$ cat src/rtl/snake_game_ctrl.sv
// snake_game_ctrl: top-level game sequencer for the snake game.
// Produces the periodic move step, turns collision flags sampled on a step
// into one-cycle score pulses, and runs the IDLE/RUN/PAUSE/OVER state machine.
module snake_game_ctrl #(
    parameter int STEP_DIV = 4,
    parameter int CNT_W    = 24
) (
    input  logic       clk,
    input  logic       nRst,
    input  logic       startBtn,
    input  logic       pauseBtn,
    input  logic       appleHit,
    input  logic       wallHit,
    input  logic       selfHit,
    input  logic       isGameComplete,
    output logic       moveStep,
    output logic       goodColl,
    output logic       badColl,
    output logic       spawnApple,
    output logic       clearBoard,
    output logic       gameOver,
    output logic [1:0] state
);

    typedef enum logic [1:0] {
        ST_IDLE  = 2'd0,
        ST_RUN   = 2'd1,
        ST_PAUSE = 2'd2,
        ST_OVER  = 2'd3
    } state_t;

    localparam logic [CNT_W-1:0] CNT_LAST = CNT_W'(STEP_DIV - 1);
    localparam logic [CNT_W-1:0] CNT_ZERO = {CNT_W{1'b0}};
    localparam logic [CNT_W-1:0] CNT_ONE  = CNT_W'(1);

    state_t           state_r;
    logic [CNT_W-1:0] cnt_r;
    logic             good_r;
    logic             bad_r;
    logic             spawn_r;
    logic             clear_r;

    logic             move_step_s;
    logic             step_fatal_s;
    logic             step_apple_s;

    // Step strobe depends only on registers, so it is glitch-free for the board datapath.
    assign move_step_s  = (state_r == ST_RUN) && (cnt_r == CNT_LAST);
    // A fatal collision on a step overrides an apple on the same step.
    assign step_fatal_s = move_step_s && (wallHit || selfHit);
    assign step_apple_s = move_step_s && appleHit && !(wallHit || selfHit);

    // Game state machine, step counter and single-cycle pulse registers.
    always_ff @(posedge clk or negedge nRst) begin
        if (!nRst) begin
            state_r <= ST_IDLE;
            cnt_r   <= CNT_ZERO;
            good_r  <= 1'b0;
            bad_r   <= 1'b0;
            spawn_r <= 1'b0;
            clear_r <= 1'b0;
        end else begin
            // Pulses default low so none can last longer than one cycle.
            good_r  <= 1'b0;
            bad_r   <= 1'b0;
            spawn_r <= 1'b0;
            clear_r <= 1'b0;
            case (state_r)
                ST_IDLE: begin
                    if (startBtn) begin
                        state_r <= ST_RUN;
                        cnt_r   <= CNT_ZERO;
                        clear_r <= 1'b1;
                    end else begin
                        state_r <= ST_IDLE;
                    end
                end
                ST_RUN: begin
                    // The counter runs on every RUN cycle, including the one leaving RUN.
                    if (cnt_r == CNT_LAST) begin
                        cnt_r <= CNT_ZERO;
                    end else begin
                        cnt_r <= cnt_r + CNT_ONE;
                    end
                    if (step_fatal_s) begin
                        bad_r   <= 1'b1;
                        state_r <= ST_OVER;
                    end else begin
                        good_r  <= step_apple_s;
                        spawn_r <= step_apple_s;
                        // A won game ends the run without a fatal pulse.
                        if (isGameComplete) begin
                            state_r <= ST_OVER;
                        end else if (pauseBtn) begin
                            state_r <= ST_PAUSE;
                        end else begin
                            state_r <= ST_RUN;
                        end
                    end
                end
                ST_PAUSE: begin
                    // Counter holds so the step phase resumes where it left off.
                    if (pauseBtn) begin
                        state_r <= ST_RUN;
                    end else begin
                        state_r <= ST_PAUSE;
                    end
                end
                ST_OVER: begin
                    if (startBtn) begin
                        state_r <= ST_RUN;
                        cnt_r   <= CNT_ZERO;
                        clear_r <= 1'b1;
                    end else begin
                        state_r <= ST_OVER;
                    end
                end
                default: begin
                    state_r <= ST_IDLE;
                    cnt_r   <= CNT_ZERO;
                end
            endcase
        end
    end

    assign moveStep   = move_step_s;
    assign goodColl   = good_r;
    assign badColl    = bad_r;
    assign spawnApple = spawn_r;
    assign clearBoard = clear_r;
    assign gameOver   = (state_r == ST_OVER);
    assign state      = state_r;

endmodule
$ cat config.mk
export PLATFORM = sky130hd
export DESIGN_NAME = snake_game_ctrl
export DESIGN_NICKNAME = d
export VERILOG_FILES = /design/src/rtl/snake_game_ctrl.sv
export SDC_FILE = /design/constraint.sdc
export NUM_CORES = 1
export LEC_CHECK = 0
export ABC_AREA = 1
export CORE_MARGIN = 1.5
export CORE_UTILIZATION = 40
export DETAILED_ROUTE_END_ITERATION = 7
export HOLD_SLACK_MARGIN = 0.03
export MAX_ROUTING_LAYER = met4
export SLEW_MARGIN = 30
export SYNTH_ARGS = -nofsm -noshare
export SYNTH_HDL_FRONTEND = slang
export SYNTH_SLANG_ARGS = --single-unit
$ cat constraint.sdc
create_clock -name clk -period 2.9 [get_ports clk]
set_clock_uncertainty 0.05 [all_clocks]
set_input_delay 0.58 -clock clk [delete_from_list [all_inputs] [get_ports clk]]
set_output_delay 0.58 -clock clk [all_outputs]
set_load 0.02 [all_outputs]
# --- After elaboration in Yosys (flattened, before gate mapping) ---
# Cells that the tools add are included.
# W data, S select, Z words.
op_classes:
  add_sub_neg: 1
  eq_ne: 5
  n_mux: 16
  n_reduce_logical: 10
ops:
  columns: ["op", "count"]
  rows:
  - ["$mux W24", 2]
  - ["$pmux W24 S2", 1]
  - ["$add A24 B1 Y24 const B", 1]
  - ["$eq A24 B2 Y1 const B", 1]
  - ["$mux W2", 5]
  - ["$pmux W2 S4", 1]
  - ["$mux W1", 7]
  - ["$eq A2 B2 Y1 const B", 2]
  - ["$logic_and A1 B1 Y1", 4]
  - ["$eq A2 B1 Y1 const B", 1]
  - ["$logic_not A2 Y1", 1]
  - ["$ne A2 B1 Y1 const B", 1]
  - ["$reduce_and A2 Y1", 1]
  - ["$reduce_bool A2 Y1", 1]
  - ["$reduce_or A2 Y1", 1]
  - ["$logic_not A1 Y1", 1]
  - ["$logic_or A1 B1 Y1", 1]
totals:
  ff_bits: 29
  output_inout_bits: 8
  word_cells: 37

# --- Logic depth before layout (Yosys ltp) ---
logic_depth:
  depth_word: 6
  mapped_depth: 10

# --- Worst setup path after synthesis ---
# Ideal clock, no wire load.
synth_path:
  path_kind: "reg-to-reg"
  from: "reg state_r[0], in the netlist state[0]"
  to: "reg cnt_r[5]"
  arrival_ns: 1.635
  required_time_ns: 2.728
  setup_slack_ns: 1.093
  stages_incl_launch_ff: 9
  synth_period_minus_slack_ns: 1.807
  cell_sequence: "dfrtp_1 inv_1 ha_1 nor2_1 a21oi_2 inv_2 buf_2 nand4_1 o21ai_1"
synth_between:
  elab_chain_cells: 4
  elab_cells_between_ends: 8
  cone_classes: "eq/ne (3); mux (1); reduce/logical (4)"
synth_lines:
  columns: ["element", "line", "text"]
  rows:
  - ["start: declaration", "36", "state_t state_r;"]
  - ["start signal: assignment", "56", "state_r <= ST_IDLE;"]
  - ["start signal: assignment", "71", "state_r <= ST_RUN;"]
  - ["start signal: assignment", "75", "state_r <= ST_IDLE;"]
  - ["$eq A2 B2 Y1 or $logic_not A2 Y1 (tied branches)", "68", "case (state_r)"]
  - ["$reduce_or A2 Y1 (no source line)", null, null]
  - ["$ne A2 B1 Y1 (no source line) or $reduce_bool A2 Y1 (tied branches)", null, null]
  - ["$reduce_and A2 Y1 (no source line)", null, null]
  - ["end signal: assignment", "83", "cnt_r <= cnt_r + CNT_ONE;"]
  - ["end: declaration", "37", "logic [CNT_W-1:0] cnt_r;"]
# Several ways; a longest one is shown, not always the timed one.
# A chain may end at the register's enable or synchronous reset.

# --- Final worst setup path ---
layout_path:
  from: "reg cnt_r[0]"
  to: "out moveStep"
layout_between:
  elab_chain_cells: 2
layout_lines:
  columns: ["element", "line", "text"]
  rows:
  - ["$eq A24 B2 Y1", "48", "assign move_step_s = (state_r == ST_RUN) && (cnt_r == CNT_LAST);"]
  - ["$logic_and A1 B1 Y1", "48", null]
  - ["end: declaration", "16", "output logic moveStep,"]
# No other way between the ends.

==> summary.json <==
{
  "setup_path": {
    "start_kind": "flip-flop",
    "timing_worst_setup_path_type": "flip-flop to output port",
    "crit_buf_inv": 1,
    "cp.required_ns": 2.27,
    "setup.worst_path.end_class": "output port",
    "critPathSlowestCell": "clkdlybuf4s50_1",
    "cell_class_contributing_the_biggest_share_of_worst_path_delay": "buffers and inverters",
    "cp_data_arrival_time_ns": 2.03,
    "maximum_fanout_along_the_worst_path": 4,
    "worstPathCellList": "ha_1, nand3_1, nor2_1, nand3_2, nor2_2, clkdlybuf4s50_1",
    "largest_stage_delay_on_the_critical_path_ns": 0.62
  },
  "timing": {
    "post-route-worst-setup-slack_ns": 0.235,
    "max_freq_mhz": 375,
    "worst_hold_slack_ns": 0.465,
    "timing.final.setup_violations": 0,
    "worst_slew_pin_slew_ns": 0.715,
    "grt_setup_unrepaired": "no",
    "slew_violations": 0,
    "max_transition_margin_pct": 52.3,
    "timing.final.crit_period_ns": 2.66,
    "final.period_utilization_pct": 91.9,
    "tns_ns": 0,
    "hold_violations": 0
  },
  "drt": {
    "routed_wire_length_per_instance_um": 13.3,
    "routed-via-count": 1767,
    "detailedRoute.firstPassIterationCount": 5,
    "via_per_inst": 5.05,
    "routed_wirelength_um": 4670,
    "drc_errors": 0,
    "dr.first_iter.drc_count": 174,
    "antenna_violating_nets_post_route": 0
  },
  "synthesis": {
    "synthesis.area_per_instance_sq_um": 7.00,
    "netlist-cell-type-count": 27,
    "post_synth_instance_area_sq_um": 1930,
    "synth-seq-area-share_pct": 37.7,
    "ys_ff_latch": 29,
    "synth_instances": 275,
    "ys_warn_count": 0,
    "netlist.top_cell.by_area": "dfrtp_1",
    "synthesis.nets": 288,
    "synth_top_cells_by_area": "dfrtp_1 (38%), nand2_1 (13%), nor2_1 (9.4%)",
    "synth_largest_type_area_fraction_pct": 37.7
  },
  "finish": {
    "postLayoutCellArea_sq_um": 2210,
    "area_grow_syn2layout_pct": 14.9,
    "antenna-diode-count": 0,
    "storage_element_area_sq_um": 726,
    "fraction_of_layout_cells_with_a_size_suffix_above_1_pct": 12.2,
    "combined_area_of_the_multi_input_logic_cells_sq_um": 1040,
    "nNetsFinal": 308,
    "fin_cells": 350,
    "num-fill-cells": 487,
    "layout.core_utilization_pct": 47.2
  },
  "cts": {
    "clk_pin_slew_worst_paths_ns": 0.06,
    "cts_tree": "done",
    "clock_path_buffers": 2,
    "cts_sinks": 29,
    "cts.repair.resized": 0,
    "clk_root_buffer_cell": "clkbuf_8",
    "cts_max_level": 2,
    "cts_made_buffers": 5,
    "cts.repair_timing.setup_buffer_count": 0,
    "cts_hold_buf": 0,
    "clk-insertion-delay-late_ns": 0.28
  },
  "pwr": {
    "seq_power_share_pct": 34.1,
    "power.switching_mw": 0.681,
    "power_mw": 1.51,
    "pwr-share-clk_pct": 21.3,
    "leakage_nw": 1.01,
    "combPwrFrac_pct": 44.6,
    "power.density_nw_per_um2": 683,
    "peakVddDrop_v": 0.000515,
    "swShare_pct": 45.1,
    "internal-power_mw": 0.830
  },
  "status": {
    "status": "completed"
  },
  "global_route": {
    "number_of_antenna_violations_at_the_first_check_in_global_routing": 0,
    "grt_remaining_overflow": 0,
    "first_global_vias": 1704,
    "wire_length_of_the_first_global_routing_pass_um": 8190,
    "global_route.usage.total_pct": 21.1,
    "grt_start_max_net_pins": 30
  },
  "run": {
    "cap_violations": 0
  },
  "placed_design": {
    "place_congestion": 0.903,
    "placedCellCount": 342,
    "post_dp_cell_area_sq_um": 2130,
    "port-buffer-count": 15,
    "detailedPlacementHpwl_um": 3570,
    "detailedPlace.worstSlack_ns": 0.352
  },
  "floorplan": {
    "rows": 25,
    "start_util_pct": 41.0,
    "io-pin-count": 16,
    "die_height_um": 72.4,
    "die-width_um": 72.4,
    "design.die.area_sq_um": 5240,
    "core-area_sq_um": 4690
  },
  "min_path": {
    "min_path_type": "flip-flop to flip-flop"
  }
}
## cell type report
class,instances,share of cell area (%)
timing repair buffer,16,7.12
clock buffer,6,3.28
multi-input combinational,207,47.2
tap,54,3.05
inverter,36,6.11
clock inverter,2,0.452
sequential,29,32.8
## state kept, by name, summed over array words and instances, names as in the netlist
name	count
state	2
cnt_r	24
badColl	1
clearBoard	1
spawnApple	1
## cell usage after synthesis (all sizes together)
library cell,instances
nand2,71
ha,5
nor4,1
xor2,6
nand3,24
a22oi,1
o21ai,19
o22ai,1
nor3,11
dfrtp,29
nor2,54
a21oi,6
nand4,6
and3,1
o21bai,1
inv,36
buf,3
## path summary, 6_finish.rpt
kind	from	endpoint	slack, ns	cells past startpoint
min in group asynchronous	nRst	cnt_r[11]	0.64	2
max in group asynchronous	nRst	clearBoard	1.87	2
max reg2reg	state[0]	cnt_r[4]	0.49	8
min reg2reg	cnt_r[0]	cnt_r[0]	0.46	1
max	cnt_r[0]	moveStep	0.24	6
min	cnt_r[0]	cnt_r[0]	0.46	1
## cell families (layout without fill, tap and decap cells)
family                     after synthesis  count (layout)  share of synthesized area [%]
AOI/OAI and AO/OA                       28              28                           7.99
xor gates and xnor gates                 6               6                           2.73
adders and majority gates                5               5                           3.25
buffers and inverters                   39              60                           8.06
DFF                                     29              29                           37.7
and+or+nand+nor                        168             168                           40.3
## worst reg2reg max path, delay by kind of cell, from the launching register on
family | cells | cell delay [ns]
adders and majority gates | 1 | 0.45
AOI/OAI and AO/OA | 1 | 0.55
and+or+nand+nor | 3 | 0.33
buffers and inverters | 2 | 0.40
DFF | 1 | 0.39
xor gates and xnor gates | 1 | 0.15
## per-layer routing
metal,track usage (%),part of all wire (%)
met4,6.29,1.4
met2,31.2,44
met5,-,0
met1,29.0,50
met3,4.58,4.6
## power groups by stage
stage	clock network [mW]	registers [mW]	logic, mW
2_1_floorplan	0	0.535	0.468
3_3_place_gp	0	0.521	0.677
3_5_place_dp	0	0.521	0.678
4_1_cts	0.330	0.514	0.682
5_1_grt	0.352	0.526	0.773
6_report	0.321	0.515	0.674
## placed cells by master, fill, tap and decap left out, types with 7 or more instances in the layout
cell,netlist,final
nand3_1,23,23
inv_2,7,7
nor2_1,48,48
clkdlybuf4s50_1,0,15
o21ai_1,14,14
dfrtp_1,29,29
nand2_1,65,65
inv_1,29,29
Note: power is estimated with default switching activity, not from simulation.
